==> src/rtl/color_bbox_tracker.sv <==
// Multi-target colour tracker: per-frame min/max bounding boxes.
// Option macro: TRACK_PIXEL_COUNT_EN (matched-pixel counters, MIN_PIXELS).
module color_bbox_tracker #(
  parameter int WIDTH       = 640,
  parameter int HEIGHT      = 480,
  parameter int NUM_TARGETS = 2,
  parameter int COORD_W     = 12,
  parameter int CNT_W       = 20,
  parameter int MIN_PIXELS  = 16
) (
  input  logic                           clock_50,
  input  logic                           reset,
  input  logic                           in_valid,
  output logic                           in_ready,
  input  logic                           in_sof,
  input  logic [23:0]                    in_pixel,
  input  logic [24*NUM_TARGETS-1:0]      thr_lo,
  input  logic [24*NUM_TARGETS-1:0]      thr_hi,
  output logic                           out_valid,
  input  logic                           out_ready,
  output logic [NUM_TARGETS-1:0]         out_found,
  output logic [COORD_W*NUM_TARGETS-1:0] out_center_x,
  output logic [COORD_W*NUM_TARGETS-1:0] out_center_y,
  output logic [COORD_W*NUM_TARGETS-1:0] out_width,
  output logic [COORD_W*NUM_TARGETS-1:0] out_height,
  output logic [CNT_W*NUM_TARGETS-1:0]   out_count,
  output logic                           overrun,
  output logic                           resync
);

  localparam int NT = NUM_TARGETS;
  localparam logic [COORD_W-1:0] XL = COORD_W'(WIDTH - 1);
  localparam logic [COORD_W-1:0] YL = COORD_W'(HEIGHT - 1);

  if (NT < 1 || NT > 4 || MIN_PIXELS < 0) begin : g_bad_cfg
    $error("color_bbox_tracker: unsupported parameters");
  end

  function automatic logic in_win(input logic [7:0] c,
                                  input logic [7:0] lo,
                                  input logic [7:0] hi);
    return (c >= lo) && (c <= hi);
  endfunction

  logic               accept;
  logic [COORD_W-1:0] x_cnt, y_cnt;
  logic [COORD_W-1:0] cur_x, cur_y;
  logic               cur_first, x_end, y_end;

  logic [24*NT-1:0]   lo_sh, hi_sh;

  logic               s1_valid, s1_first, s1_last;
  logic [23:0]        s1_pix;
  logic [COORD_W-1:0] s1_x, s1_y;

  logic [NT-1:0]      m;
  logic [NT-1:0]      seen;
  logic [NT-1:0][COORD_W-1:0] xmin, xmax, ymin, ymax;
  logic               s2_last;

  logic [NT-1:0]         fin_found;
  logic [COORD_W*NT-1:0] fin_cx, fin_cy, fin_w, fin_h;
  logic [CNT_W*NT-1:0]   fin_cnt;
  logic [NT-1:0]         found;

  assign in_ready = reset;
  assign accept   = in_valid & in_ready;

  // Coordinate of the pixel being offered; sof forces it to the origin
  always_comb begin
    cur_x     = in_sof ? '0 : x_cnt;
    cur_y     = in_sof ? '0 : y_cnt;
    cur_first = (cur_x == '0) && (cur_y == '0);
    x_end     = (cur_x == XL);
    y_end     = (cur_y == YL);
  end

  // Raster counters, threshold shadows, resync flag and stage-1 register
  always_ff @(posedge clock_50 or negedge reset) begin
    if (!reset) begin
      x_cnt    <= '0;
      y_cnt    <= '0;
      lo_sh    <= '0;
      hi_sh    <= '0;
      resync   <= 1'b0;
      s1_valid <= 1'b0;
      s1_first <= 1'b0;
      s1_last  <= 1'b0;
      s1_pix   <= '0;
      s1_x     <= '0;
      s1_y     <= '0;
    end else begin
      s1_valid <= accept;
      if (accept) begin
        x_cnt    <= x_end ? '0 : cur_x + 1'b1;
        y_cnt    <= x_end ? (y_end ? '0 : cur_y + 1'b1) : cur_y;
        s1_pix   <= in_pixel;
        s1_x     <= cur_x;
        s1_y     <= cur_y;
        s1_first <= cur_first;
        s1_last  <= x_end && y_end;
        if (cur_first) begin
          lo_sh <= thr_lo;
          hi_sh <= thr_hi;
        end
        if (in_sof && (x_cnt != '0 || y_cnt != '0))
          resync <= 1'b1;
      end
    end
  end

  // Per-target inclusive RGB window test on the stage-1 pixel
  always_comb begin
    m = '0;
    for (int k = 0; k < NT; k++) begin
      m[k] = in_win(s1_pix[23:16], lo_sh[24*k+16 +: 8], hi_sh[24*k+16 +: 8])
          && in_win(s1_pix[15:8],  lo_sh[24*k+8  +: 8], hi_sh[24*k+8  +: 8])
          && in_win(s1_pix[7:0],   lo_sh[24*k    +: 8], hi_sh[24*k    +: 8]);
    end
  end

  // Stage 2: bounding-box accumulators, restarted by the frame's first pixel
  always_ff @(posedge clock_50 or negedge reset) begin
    if (!reset) begin
      seen    <= '0;
      xmin    <= '0;
      xmax    <= '0;
      ymin    <= '0;
      ymax    <= '0;
      s2_last <= 1'b0;
    end else begin
      s2_last <= s1_valid && s1_last;
      if (s1_valid) begin
        for (int k = 0; k < NT; k++) begin
          if (s1_first || (m[k] && !seen[k])) begin
            seen[k] <= m[k];
            xmin[k] <= m[k] ? s1_x : '0;
            xmax[k] <= m[k] ? s1_x : '0;
            ymin[k] <= m[k] ? s1_y : '0;
            ymax[k] <= m[k] ? s1_y : '0;
          end else if (m[k]) begin
            if (s1_x < xmin[k]) xmin[k] <= s1_x;
            if (s1_x > xmax[k]) xmax[k] <= s1_x;
            if (s1_y < ymin[k]) ymin[k] <= s1_y;
            if (s1_y > ymax[k]) ymax[k] <= s1_y;
          end
        end
      end
    end
  end

`ifdef TRACK_PIXEL_COUNT_EN
  logic [NT-1:0][CNT_W-1:0] cnt;

  // Saturating matched-pixel counters
  always_ff @(posedge clock_50 or negedge reset) begin
    if (!reset) begin
      cnt <= '0;
    end else if (s1_valid) begin
      for (int k = 0; k < NT; k++) begin
        if (s1_first)
          cnt[k] <= m[k] ? CNT_W'(1) : '0;
        else if (m[k] && cnt[k] != '1)
          cnt[k] <= cnt[k] + 1'b1;
      end
    end
  end

  // A target counts as found once enough pixels matched
  always_comb begin
    found = '0;
    for (int k = 0; k < NT; k++)
      found[k] = (cnt[k] >= CNT_W'(MIN_PIXELS));
  end
`else
  assign found = seen;
`endif

  // Frame result fields; unfound targets report zeros
  always_comb begin
    fin_found = '0;
    fin_cx    = '0;
    fin_cy    = '0;
    fin_w     = '0;
    fin_h     = '0;
    fin_cnt   = '0;
    for (int k = 0; k < NT; k++) begin
      if (found[k]) begin
        fin_found[k] = 1'b1;
        fin_cx[COORD_W*k +: COORD_W] =
          COORD_W'(({1'b0, xmin[k]} + {1'b0, xmax[k]}) >> 1);
        fin_cy[COORD_W*k +: COORD_W] =
          COORD_W'(({1'b0, ymin[k]} + {1'b0, ymax[k]}) >> 1);
        fin_w[COORD_W*k +: COORD_W] = xmax[k] - xmin[k] + 1'b1;
        fin_h[COORD_W*k +: COORD_W] = ymax[k] - ymin[k] + 1'b1;
`ifdef TRACK_PIXEL_COUNT_EN
        fin_cnt[CNT_W*k +: CNT_W] = cnt[k];
`endif
      end
    end
  end

  // Result port: load when free or being drained, else drop and flag
  always_ff @(posedge clock_50 or negedge reset) begin
    if (!reset) begin
      out_valid    <= 1'b0;
      out_found    <= '0;
      out_center_x <= '0;
      out_center_y <= '0;
      out_width    <= '0;
      out_height   <= '0;
      out_count    <= '0;
      overrun      <= 1'b0;
    end else if (s2_last) begin
      if (!out_valid || out_ready) begin
        out_valid    <= 1'b1;
        out_found    <= fin_found;
        out_center_x <= fin_cx;
        out_center_y <= fin_cy;
        out_width    <= fin_w;
        out_height   <= fin_h;
        out_count    <= fin_cnt;
      end else begin
        overrun <= 1'b1;
      end
    end else if (out_valid && out_ready) begin
      out_valid <= 1'b0;
    end
  end

endmodule

==> config.mk <==
export PLATFORM = sky130hd
export DESIGN_NAME = color_bbox_tracker
export DESIGN_NICKNAME = d
export VERILOG_FILES = /design/src/rtl/color_bbox_tracker.sv
export SDC_FILE = /design/constraint.sdc
export NUM_CORES = 1
export LEC_CHECK = 0
export BUFFER_PORTS_ARGS = -buffer_cell sky130_fd_sc_hd__clkbuf_2
export CAP_MARGIN = 20
export CORE_ASPECT_RATIO = 0.6
export CORE_MARGIN = 4
export CORE_UTILIZATION = 48
export CTS_CLUSTER_SIZE = 16
export DETAILED_ROUTE_END_ITERATION = 12
export PLACE_DENSITY = 0.63
export SETUP_SLACK_MARGIN = 0.15
export SLEW_MARGIN = 20
export SYNTH_ARGS = -nofsm -noshare
export SYNTH_HDL_FRONTEND = slang
export SYNTH_SLANG_ARGS = --single-unit
export TNS_END_PERCENT = 1
==> constraint.sdc <==
create_clock -name clock_50 -period 4.2 [get_ports clock_50]
set_clock_uncertainty 0.1 [all_clocks]
set_input_delay 0.21 -clock clock_50 [delete_from_list [all_inputs] [get_ports clock_50]]
set_output_delay 0.21 -clock clock_50 [all_outputs]
set_load 0.01 [all_outputs]
---- Word-level counts from Yosys, hierarchy flattened ----
Cells that the tools add are included.
word-level totals
  register bits ........................... 371
  logic and storage cells ................. 168
cells by class
  add/sub/neg operators ................... 14
  magnitude comparators ................... 20
  eq/ne operators ......................... 3
  mux-type cells .......................... 46
  bitwise operators ....................... 2
  reductions and logical operators ........ 54
operators with widths
  cell                   number
  $mux 12                41
  $add 12x1->12 const B  6
  $add 12x12->13         4
  $ge 8x8->1             6
  $gt 12x12->1           4
  $le 8x8->1             6
  $lt 12x12->1           4
  $sub 12x12->12         4
  $logic_not 12->1       2
  $reduce_and 3->1       8
  $reduce_bool 12->1     2
  $reduce_bool 2->1      11
  $logic_and 1x1->1      17
  $reduce_and 2->1       7
  $eq 12x10->1 const B   1
  $eq 12x9->1 const B    1
  $mux 1                 5
  $logic_or 1x1->1       4
  $logic_not 1->1        3
  $ne 2x1->1 const B     1
  $and 1x1->1            1
  $not 1->1              1

---- Longest topological paths before layout ----
  depth in word-level cells ............... 8
  depth in mapped cells ................... 14
  depth with buffers taken out ............ 12

---- Worst setup path before layout ----
No wires, ideal clock.
  path type ............................... register to register
  start ................................... register xmin[2] in the netlist's numbering
  end ..................................... register out_width[10]
  library setup time ...................... 0.096 ns
  arrival time ............................ 2.762 ns
  slack ................................... 1.242 ns
  stages on the path, launching flop included .. 11
  buffers on the path ..................... 0
  period minus slack after synthesis ...... 2.958 ns
  path through ............................ dfrtp_1 -> inv_1 -> ha_1 -> ha_1 -> a21o_1 -> a21o_1 -> a2111oi_0 -> nor3_1 -> a2111oi_0 -> xor2_1 -> o31ai_1
on the way
  word-level cells in the longest chain between the ends .. 3
RTL lines
  what                               RTL line  RTL
  from (decl)                        58        logic [NT-1:0][COORD_W-1:0] xmin, xmax, ymin, ymax;
  from (signal, indexed assignment)  137       xmin[k] <= m[k] ? s1_x : '0;
  $sub 12x12->12                     194       fin_w[COORD_W*k +: COORD_W] = xmax[k] - xmin[k] + 1'b1;
  $add 12x1->12                      194
  $mux 12                            188       if (found[k]) begin
  to (signal assigned)               220       out_width <= fin_w;
  to (decl)                          24        output logic [COORD_W*NUM_TARGETS-1:0] out_width,
No other way between the ends.
A chain may end at the register's enable or synchronous reset.

---- Final worst setup path ----
  start ................................... register s1_pix[18]
  end ..................................... register xmin[21] in the netlist's numbering
on the way
  word-level cells in the longest chain between the ends .. 8
  elaborated cells between the ends (all ways) .. 12
  those cells by class .................... order compare (2); mux (2); reduce/logical (8)
RTL lines
  what                                             RTL line  RTL
  from (decl)                                      53        logic [23:0] s1_pix;
  from (signal assigned)                           97        s1_pix <= in_pixel;
  $ge 8x8->1 / $le 8x8->1 (equally long branches)  42        return (c >= lo) && (c <= hi);
  $logic_and 1x1->1 *                              42
  $logic_and 1x1->1 *                              117       && in_win(s1_pix[15:8], lo_sh[24*k+8 +: 8], hi_sh[24*k+8 +: 8])
  $logic_and 1x1->1 *                              118       && in_win(s1_pix[7:0], lo_sh[24*k +: 8], hi_sh[24*k +: 8]);
  $logic_and 1x1->1                                135       if (s1_first || (m[k] && !seen[k])) begin
  $logic_or 1x1->1                                 135
  $reduce_bool 2->1 (no source line)               -
  $reduce_and 3->1 (no source line)                -
Every way passes the cells marked *; elsewhere a longest branch is shown, timed or not.

==> metrics <==
Combinational Power Share 0.194; Post-Syn Area approximately 24,000 um^2; critical path launch point s1_pix[18]; CTS Hold Bufs 121; Sw Pwr around 2900 uW; simple-gate area share of the yosys netlist 0.182; Core Region about 50,000 um^2; via count approximately 21,000; Least-Margin Pin Slew 1010 ps; Primary FF master, synth dfrtp_1; M2 GR Usage 0.390; Initial Utilization 0.487; Setup Crit Path Kind flip-flop to flip-flop; R2R cell count 8; number of post-CTS setup repair buffers 0; Int Power 6670 uW; Port Buffers 226; share of post-route cells with drive strength above 1 0.124; Area Overhead vs Synth 17.6%; global-route wire length before repair 115,000 um; syn avg cell area 9.01 um^2; Setup TNS Final 0 ps; Setup crit end xmin[21]; Reg clk slew, reported paths 70 ps; startpoint types flip-flop; final hold slack between 20 and 30 ps; post-CTS sizing 0; clk sinks around 370; final period utilization 0.892; M3 GR Usage 0.0611; Synth Area in XOR/XNOR 0.0291; top-level I/O count 267; nets 3,448; initial antenna violation count 2; worst reg-to-reg setup slack roughly 450 ps; area post-placement 25,800 um^2; Seq cells post-synth 371; Gate Count Post-Synth about 2,700; commonest non-fill, non-tap cell in the layout nand2_1; Initial DRC Count 1,623; Most Crowded Layer GR met2; commonest non-fill, non-tap cells in the layout nand2_1 (443), dfrtp_1 (371), ha_1 (324); number of global-route vias before repair 20,958; crit path time final 3750 ps; sequential cell fraction of total power 0.424; largest net degree at the start of global routing 150; Hold Vio Cnt, Final 0; Peak Freq approximately 0.27 GHz; setup violators final 0; Unique masters post-synth 72; clock power share 0.382; ANT nets after route 0; FFs w/ async S/R, synth 1.00; Worst Path Arrival 4130 ps; WP data required 4590 ps; Die H 182 um; maximum clock path buffer count 3; drt total wl 71,300 um; number of synthesized flops with an enable pin 0; PwrDens 336 nW/um^2; Sw Share 0.299; met1 Resource Use GR 0.384; floorplan row count 63; RSZ-0062 raised after global routing no; Root Driver clkbuf_16; design area about 28,000 um^2; max_cap viols 0; TritonRoute pass-1 iters 6; DR DRC count 0; Die Width 297 um; status completed; HPWL after DPL 52,100 um; CP Capture Type flip-flop; main combinational cell family by area after synthesis simple AND/OR/NAND/NOR gates; Adder-Cell Fraction of Synth Area 0.175; htree depth 2; Final GP Congestion 0.872; leakage power approximately 0.014 uW; Reg2Reg Launch Point s1_pix[18]; mux contribution to synthesized area 0.00654; Compound-Gate Fraction of Synth Area 0.156; sequential fraction of the synthesis area 0.385; Yosys warning count 0; max-slew violations 0; Max-Slew Margin vs Limit 0.327; worst-path fanout max 26; TritonCTS clock tree yes; DIE AREA 54,000 um^2; Total GRT Usage 0.263; Hold Crit Class input port to flip-flop; total CTS buffers 40; Clk Latency, worst-skew pair roughly 550 ps; WL per Instance 19.4 um; reg-to-reg endpoint xmin[21]; Max VDD drop 0.223 mV; drt via density 5.66; grt ovf 0; antenna cells 0
## cells by family (layout without fill, tap and decap cells)
kind of cell	count (synthesis)	count (layout)
XOR/XNOR	80	80
AND/OR/NAND/NOR	910	910
multiplexers	14	14
AO/OA/AOI/OAI	583	583
buffers and inverters	384	690
adder cells (fa/ha/maj)	332	332
other	1	40
flip-flops	371	371
## routing by layer
layer  up-vias  part of all wire  wire length (um)
li1       9920                 -                 -
met1     10065              0.48             34100
met2       620              0.42             29600
met3       156             0.075              5330
met4         2             0.032              2260
met5         -           0.00018                13
## power groups by stage
stage,Clock [uW],Combinational (uW),Sequential (uW)
6_report,3640,1850,4040
5_1_grt,3880,2080,4070
4_1_cts,3710,1820,4030
3_5_place_dp,0,1720,4100
3_3_place_gp,0,1660,4090
2_1_floorplan,0,1130,4040
## worst max-delay path, cell delays in order, from the launching register on
cell and delay [ps]:
dfrtp_1 430, ha_1 310, nand2_1 50, o21ai_0 440, a41oi_1 300, a22o_1 290
or4b_1 900, and2b_1 650, a22o_1 210
## synthesized netlist by cell type, drive strengths merged (10+ instances only)
cell | count | area share
nand2 | 446 | 0.069
dfrtp | 371 | 0.39
ha | 324 | 0.17
inv | 230 | 0.036
o21ai | 214 | 0.044
a21oi | 119 | 0.025
clkbuf | 98 | 0.015
nor2 | 96 | 0.015
nand3 | 87 | 0.018
buf | 55 | 0.016
xnor2 | 50 | 0.018
nor3 | 46 | 0.0095
o31ai | 38 | 0.012
nand4 | 33 | 0.0086
a311o | 32 | 0.013
nand2b | 30 | 0.0078
nor2b | 30 | 0.0078
xor2 | 30 | 0.011
o211ai | 29 | 0.0090
a22o | 28 | 0.010
a21o | 27 | 0.0084
or3b | 22 | 0.0080
nor4b | 20 | 0.0073
nor4 | 17 | 0.0044
or4b | 15 | 0.0062
and3 | 14 | 0.0036
mux2 | 14 | 0.0065
and2 | 13 | 0.0034
nand3b | 13 | 0.0040
a211oi | 10 | 0.0031
## stage by stage
step                utilization  power [uW]  std cells  setup slack [ps]
finish                    0.573        9530       3670               453
global route              0.573       10000       3670               210
CTS                       0.573        9570       3670               513
detailed placement        0.522        5820       3478               531
global placement          0.522        5750       3478               633
floorplan                     -        5170       2714              1240
## sequential cells by signal, indices dropped and copies added, names as in the netlist, 24 cells and up
name and cells:
xmax 24, ymin 24, out_center_y 24, out_width 24, lo_sh 48, out_height 24, out_center_x 24, hi_sh 48
s1_pix 24, xmin 24, ymax 24
## worst min-delay path by stage
stage / end / startpoint / slack, ps / cells after the start
3_3_place_gp: lo_sh[16] / reset / 40 / 1
4_1_cts: x_cnt[4] / in_sof / 30 / 2
6_report: x_cnt[4] / in_sof / 30 / 2
2_1_floorplan: found[0] / reset / -190 / 0
3_5_place_dp: hi_sh[40] / reset / 50 / 1
5_1_grt: x_cnt[4] / in_sof / 90 / 2
## final cells by class
cell class	instances	area (um^2)
Timing Repair Buffer	388	2700
Inverter	231	867
Sequential cell	371	9280
Multi-Input combinational cell	1959	13400
Clock buffer	54	1110
Clock inverter	17	199
Fill cell	4347	21100
Tap cell	650	813
Note: power is estimated with default switching activity, not from simulation.
